[src/rtl/etc_tile_accum_pkg.sv]
// Shared types for the extended-tensor-core tile path: reduction ops,
// accumulator FSM states and the 4x4 tile type.
package etc_pkg;

    localparam int ETC_W = 16;

    typedef enum logic [1:0] {
        RED_ADD = 2'b00,
        RED_MIN = 2'b01,
        RED_MAX = 2'b10,
        RED_OR  = 2'b11
    } etc_red_op_e;

    typedef enum logic [1:0] {
        IDLE = 2'b00,
        ACC  = 2'b01,
        HOLD = 2'b10
    } etc_acc_state_e;

    // Tile at the core's default element width.
    typedef logic [3:0][3:0][ETC_W-1:0] etc_tile_t;

endpackage

[src/rtl/etc_red_lane.sv]
// Single-element semiring reducer: y = f(a, b) under op.
// With ETC_ACC_SAT_EN defined, add saturates and clamp flags the clip.
module etc_red_lane
    import etc_pkg::*;
#(
    parameter int W = 16
) (
    input  logic [W-1:0] a,
    input  logic [W-1:0] b,
    input  etc_red_op_e  op,
`ifdef ETC_ACC_SAT_EN
    output logic         clamp,
`endif
    output logic [W-1:0] y
);

`ifdef ETC_ACC_SAT_EN
    logic [W:0] sum;
    assign sum = {1'b0, a} + {1'b0, b};
`endif

    // Element-wise reduction, all compares unsigned.
    always_comb begin
        y = a;
`ifdef ETC_ACC_SAT_EN
        clamp = 1'b0;
`endif
        case (op)
`ifdef ETC_ACC_SAT_EN
            RED_ADD: begin
                y     = sum[W] ? {W{1'b1}} : sum[W-1:0];
                clamp = sum[W];
            end
`else
            RED_ADD: y = a + b;
`endif
            RED_MIN: y = (b < a) ? b : a;
            RED_MAX: y = (b > a) ? b : a;
            RED_OR:  y = a | b;
            default: y = a;
        endcase
    end

endmodule

[src/rtl/etc_tile_accum.sv]
// Tile accumulator: reduces num_k 4x4 partial tiles element-wise and
// presents the result on a valid/ready output.
// Optional: ETC_ACC_SAT_EN turns add into saturating add and adds sat_flag.
module etc_tile_accum
    import etc_pkg::*;
#(
    parameter int W  = 16,
    parameter int KW = 8
) (
    input  logic                  clk,
    input  logic                  rst,
    input  logic                  start,
    input  logic [KW-1:0]         num_k,
    input  logic [1:0]            op,
    input  logic                  in_valid,
    output logic                  in_ready,
    input  logic [3:0][3:0][W-1:0] in_tile,
    output logic                  out_valid,
    input  logic                  out_ready,
`ifdef ETC_ACC_SAT_EN
    output logic                  sat_flag,
`endif
    output logic [3:0][3:0][W-1:0] out_tile,
    output logic                  busy
);

    etc_acc_state_e state, state_nx;
    etc_red_op_e    op_q;
    logic [KW-1:0]  nk_q;
    logic [KW-1:0]  count;
    logic [KW:0]    count_inc;
    logic           accept;
    logic           last;
    logic [3:0][3:0][W-1:0] red;
`ifdef ETC_ACC_SAT_EN
    logic [3:0][3:0] clamp;
`endif

    assign accept    = in_valid & in_ready;
    // Extra bit keeps count+1 from wrapping when num_k is at its maximum.
    assign count_inc = {1'b0, count} + {{KW{1'b0}}, 1'b1};
    assign last      = accept && (count_inc == {1'b0, nk_q});

    // One reducer per tile element; out_tile doubles as the accumulator.
    for (genvar gi = 0; gi < 4; gi++) begin : g_row
        for (genvar gj = 0; gj < 4; gj++) begin : g_col
            etc_red_lane #(.W(W)) u_lane (
                .a     (out_tile[gi][gj]),
                .b     (in_tile[gi][gj]),
                .op    (op_q),
`ifdef ETC_ACC_SAT_EN
                .clamp (clamp[gi][gj]),
`endif
                .y     (red[gi][gj])
            );
        end
    end

    // State register.
    always_ff @(posedge clk or posedge rst) begin
        if (rst) state <= IDLE;
        else     state <= state_nx;
    end

    // Next-state and handshake outputs.
    always_comb begin
        state_nx  = state;
        in_ready  = 1'b0;
        out_valid = 1'b0;
        busy      = 1'b0;
        case (state)
            IDLE: if (start) state_nx = ACC;
            ACC: begin
                in_ready = 1'b1;
                busy     = 1'b1;
                if (last) state_nx = HOLD;
            end
            HOLD: begin
                out_valid = 1'b1;
                busy      = 1'b1;
                if (out_ready) state_nx = IDLE;
            end
            default: state_nx = IDLE;
        endcase
    end

    // Latched config, tile count and accumulator datapath.
    always_ff @(posedge clk or posedge rst) begin
        if (rst) begin
            op_q     <= RED_ADD;
            nk_q     <= {{(KW-1){1'b0}}, 1'b1};
            count    <= '0;
            out_tile <= '0;
`ifdef ETC_ACC_SAT_EN
            sat_flag <= 1'b0;
`endif
        end else begin
            if (state == IDLE && start) begin
                op_q     <= etc_red_op_e'(op);
                nk_q     <= (num_k == '0) ? {{(KW-1){1'b0}}, 1'b1} : num_k;
                count    <= '0;
`ifdef ETC_ACC_SAT_EN
                sat_flag <= 1'b0;
`endif
            end
            if (accept) begin
                // First tile loads directly, so no identity element is needed.
                out_tile <= (count == '0) ? in_tile : red;
                count    <= count_inc[KW-1:0];
`ifdef ETC_ACC_SAT_EN
                if (count != '0 && |clamp) sat_flag <= 1'b1;
`endif
            end
        end
    end

endmodule

[config.mk]
export PLATFORM = sky130hd
export DESIGN_NAME = etc_tile_accum
export DESIGN_NICKNAME = d
export VERILOG_FILES = /design/src/rtl/etc_tile_accum_pkg.sv /design/src/rtl/etc_red_lane.sv /design/src/rtl/etc_tile_accum.sv
export SDC_FILE = /design/constraint.sdc
export NUM_CORES = 2
export LEC_CHECK = 0
export ABC_AREA = 1
export CAP_MARGIN = 0
export CELL_PAD_IN_SITES_DETAIL_PLACEMENT = 1
export CELL_PAD_IN_SITES_GLOBAL_PLACEMENT = 1
export CORE_ASPECT_RATIO = 1.75
export CORE_MARGIN = 2
export CORE_UTILIZATION = 37
export DETAILED_ROUTE_END_ITERATION = 8
export GPL_TIMING_DRIVEN = 0
export PLACE_DENSITY_LB_ADDON = 0.1
export SYNTH_ARGS = -nofsm -noshare
export SYNTH_HDL_FRONTEND = slang
export SYNTH_SLANG_ARGS = --single-unit
[constraint.sdc]
create_clock -name clk -period 9 [get_ports clk]
set_clock_uncertainty 0.1 [all_clocks]
set_input_delay 1.8 -clock clk [delete_from_list [all_inputs] [get_ports clk]]
set_output_delay 1.8 -clock clk [all_outputs]
set_load 0.05 [all_outputs]
==> results by group <==
Layout
  • Most frequent cells in the layout: 2447 x nand2_1, 1344 x inv_1, 762 x ha_1
  • Share of cells above drive strength 1: ~4.2%
  • Sequential cell area: 0.00691 mm^2
  • Core Util, Final: 44.9%
  • Nets: a little under 9000
  • Layout Area Growth over Synthesis: 20.7%
  • Multi-input gate area: 0.0298 mm^2
  • Non-filler cells in the finished layout: 9204
  • Commonest non-fill, non-tap cell in the layout: nand2_1
  • Fillers: about 16000
  • Fin area: 0.0517 mm^2

Floorplanning
  • Die area: 0.119 mm^2
  • Row Count: 165
  • IO Count: 530
  • Chip Width: 261 um
  • Core area: roughly 0.12 mm^2
  • Initial core utilization: 37.2%
  • Die Span Y: 454 um

Setup path
  • Worst path arrival time: 4.85 ns
  • Reg2Reg Depth: 12
  • R2r startpoint: op_q[0]
  • Worst-path fanout max: 10
  • Critical path class: input port to flop
  • Worst R2R Setup Slack: a little under 5 ns
  • Crit start category: input port
  • RR Endpoint: out_tile[18]
  • Setup crit end kind: flop
  • Critical path required time: 9.46 ns

Hold path
  • Hold_sp: nk_q[0]
  • Hold Path Depth: 2
  • Tightest Hold Check Type: flop to flop
  • Worst hold path endpoint: nk_q[0]

GRT
  • Antenna violations before repair: 32
  • Largest net degree at the start of global routing: 35
  • Vias in the first global route: 51421
  • Gr usage total: 40.7%
  • First-pass GRT wire length: 345000 um
  • Grt ovf: 0

Route
  • DR WL met2: between 100000 and 150000 um
  • # DRC: 0
  • Drt initial violations: 3242
  • Via Count: 50468
  • Met3 wire length: 17300 um
  • Wire length on met1: 91400 um
  • Wire per inst: 26.8 um
  • Detailed Route WL: 247000 um
  • Vias/cell: 5.48
  • DRT Pass-1 Iters: 6
  • Top sig layer: met5
  • Post-route ant nets: 0

CTS
  • Buffer count from post-CTS setup fixing: 0
  • Clock buffer depth: 3
  • Post-CTS Resized: 0
  • CTS H-Tree Depth: 2
  • Clk_lat worst skew: 0.64 ns
  • CTS tree: built
  • Root cell of the clock tree: clkbuf_16
  • TritonCTS Buffers: 40
  • Clock slew at reported path FFs: about 0.060 ns
  • Hold-fix buffers, CTS: 0
  • Clk sink count: 276

Logic synthesis
  • Gate Count Post-Synth: 7071
  • FF+latch count, synth: 276
  • Top_reg_cell synth: dfrtp_1
  • Avg Inst Size Synth: 6.05 um^2
  • Syn Std Cell Area: approximately 0.043 mm^2
  • Post-synthesis sequential area ratio: between 10% and 20%
  • Fraction of registers with async set/reset: 100%
  • Synth Net Count: 8120
  • EDFF count, synth: 0
  • Synth unique cells: 42
  • Ys Warns: 0

STA
  • Slew Limit Headroom: -3.00%
  • Slew @ Worst Pin: between 1.5 and 2 ns
  • Maximum clock frequency: 228 MHz
  • Setup Viol. Count Final: 0
  • Fin Setup TNS: 0 ns
  • Min Tclk post-route: 4.38 ns
  • Max-slew violations: 31
  • RSZ-0062 raised after global routing: false
  • Final hold slack: between 0.3 and 0.4 ns
  • Hold Violations, Final: 0
  • Share of the clock period used by the worst path: 48.7%

Outcome
  • Status: complete, but fails checks
  • Failing checks: max-capacitance violations, max-slew violations

Placed design
  • DP Wirelength: 190000 um
  • IO Port Bufs: 529
  • Placed inst area: 0.0503 mm^2
  • Dpl cells: 9116
  • Gp weighted congestion: 1.01

Power
  • Maximum vdd drop: 341 uV
  • PD cells: 418 mW/mm^2
  • Lkg Pwr: between 20 and 30 nW

Job
  • # Max-Cap Violations: 6
-- worst max-delay path, cell delays in order --
cell             delay [ns]
clkdlybuf4s50_1        0.52
inv_1                  0.09
ha_1                   0.39
nor2_1                 0.18
nand3_1                0.11
nor3_1                 0.39
nand4_1                0.21
nand2_1                0.12
nand2_1                0.18
nand2_1                0.33
buf_2                  0.33
nand2_1                0.09
nand2_1                0.09
-- how the worst max path moves through the flow --
stage	startpoint	cells past startpoint	end	slack, ns
after global placement	rst	2	out_tile[247]	0.19
after global routing	in_tile[91]	13	out_tile[94]	4.47
final	in_tile[91]	13	out_tile[93]	4.62
after detailed placement	in_tile[174]	14	out_tile[169]	4.03
after floorplan	rst	1	count[0]	3.45
after CTS	in_tile[91]	13	out_tile[93]	4.69
-- cell families (layout without fill, tap and decap cells) --
kind of cell,count (synthesis),count (layout),share of synthesized area (%)
XOR/XNOR,34,34,0.696
buffers and inverters,1557,2170,14.2
flip-flops,276,276,16.1
AO/OA/AOI/OAI,967,967,13.0
other,0,17,0
adder cells (fa/ha/maj),778,778,23.0
AND/OR/NAND/NOR,3459,3459,32.9
-- sequential cells by signal, summed over array words and instances, names as in the netlist --
register / cells
out_tile: 256
count: 8
nk_q: 8
op_q: 2
state: 2
-- through the flow --
step           power [mW]  worst slack (ns)
2_1_floorplan        12.0              3.45
3_3_place_gp         19.0             0.190
3_5_place_dp         19.4              4.03
4_1_cts              21.3              4.69
5_1_grt              22.7              4.47
6_report             21.6              4.62
-- final cells by class --
cell class	count	area share, %
sequential	276	13.4
clock inverter	15	0.361
antenna	17	0.0823
timing repair buffer	542	10.7
clock buffer	56	2.21
inverter	1360	9.89
multi-input combinational	5238	57.7
buffer	197	2.03
tap	1503	3.64
-- metal layers --
metal	vias to the layer above	track usage, %
met2	1879	68.0
met1	24537	44.5
met3	772	7.94
met4	26	33.2
met5	-	0
li1	23254	-
-- where the power goes --
part / internal, mW / switching [mW] / total, mW
clock: 0.999 / 0.780 / 1.78
combinational: 4.57 / 12.6 / 17.2
sequential: 1.80 / 0.821 / 2.62
-- cell usage after synthesis (14+ instances only) --
cell type	count	area [um^2]
a21o_1	16	120
a21oi_1	376	1880
a22oi_1	53	398
buf_2	78	390
buf_6	14	158
clkbuf_1	87	327
dfrtp_1	275	6880
fa_1	16	320
ha_1	762	9530
inv_1	1345	5050
inv_2	15	56.3
nand2_1	2447	9190
nand3_1	455	2280
nand3b_1	18	135
nand4_1	89	557
nor2_1	340	1280
nor3_1	43	215
o211ai_1	16	120
o21ai_0	255	1280
o21ai_1	53	265
o221ai_1	54	473
o22ai_1	113	707
or2_2	30	188
xor2_1	29	254
Power figures use the tool's default switching activity.
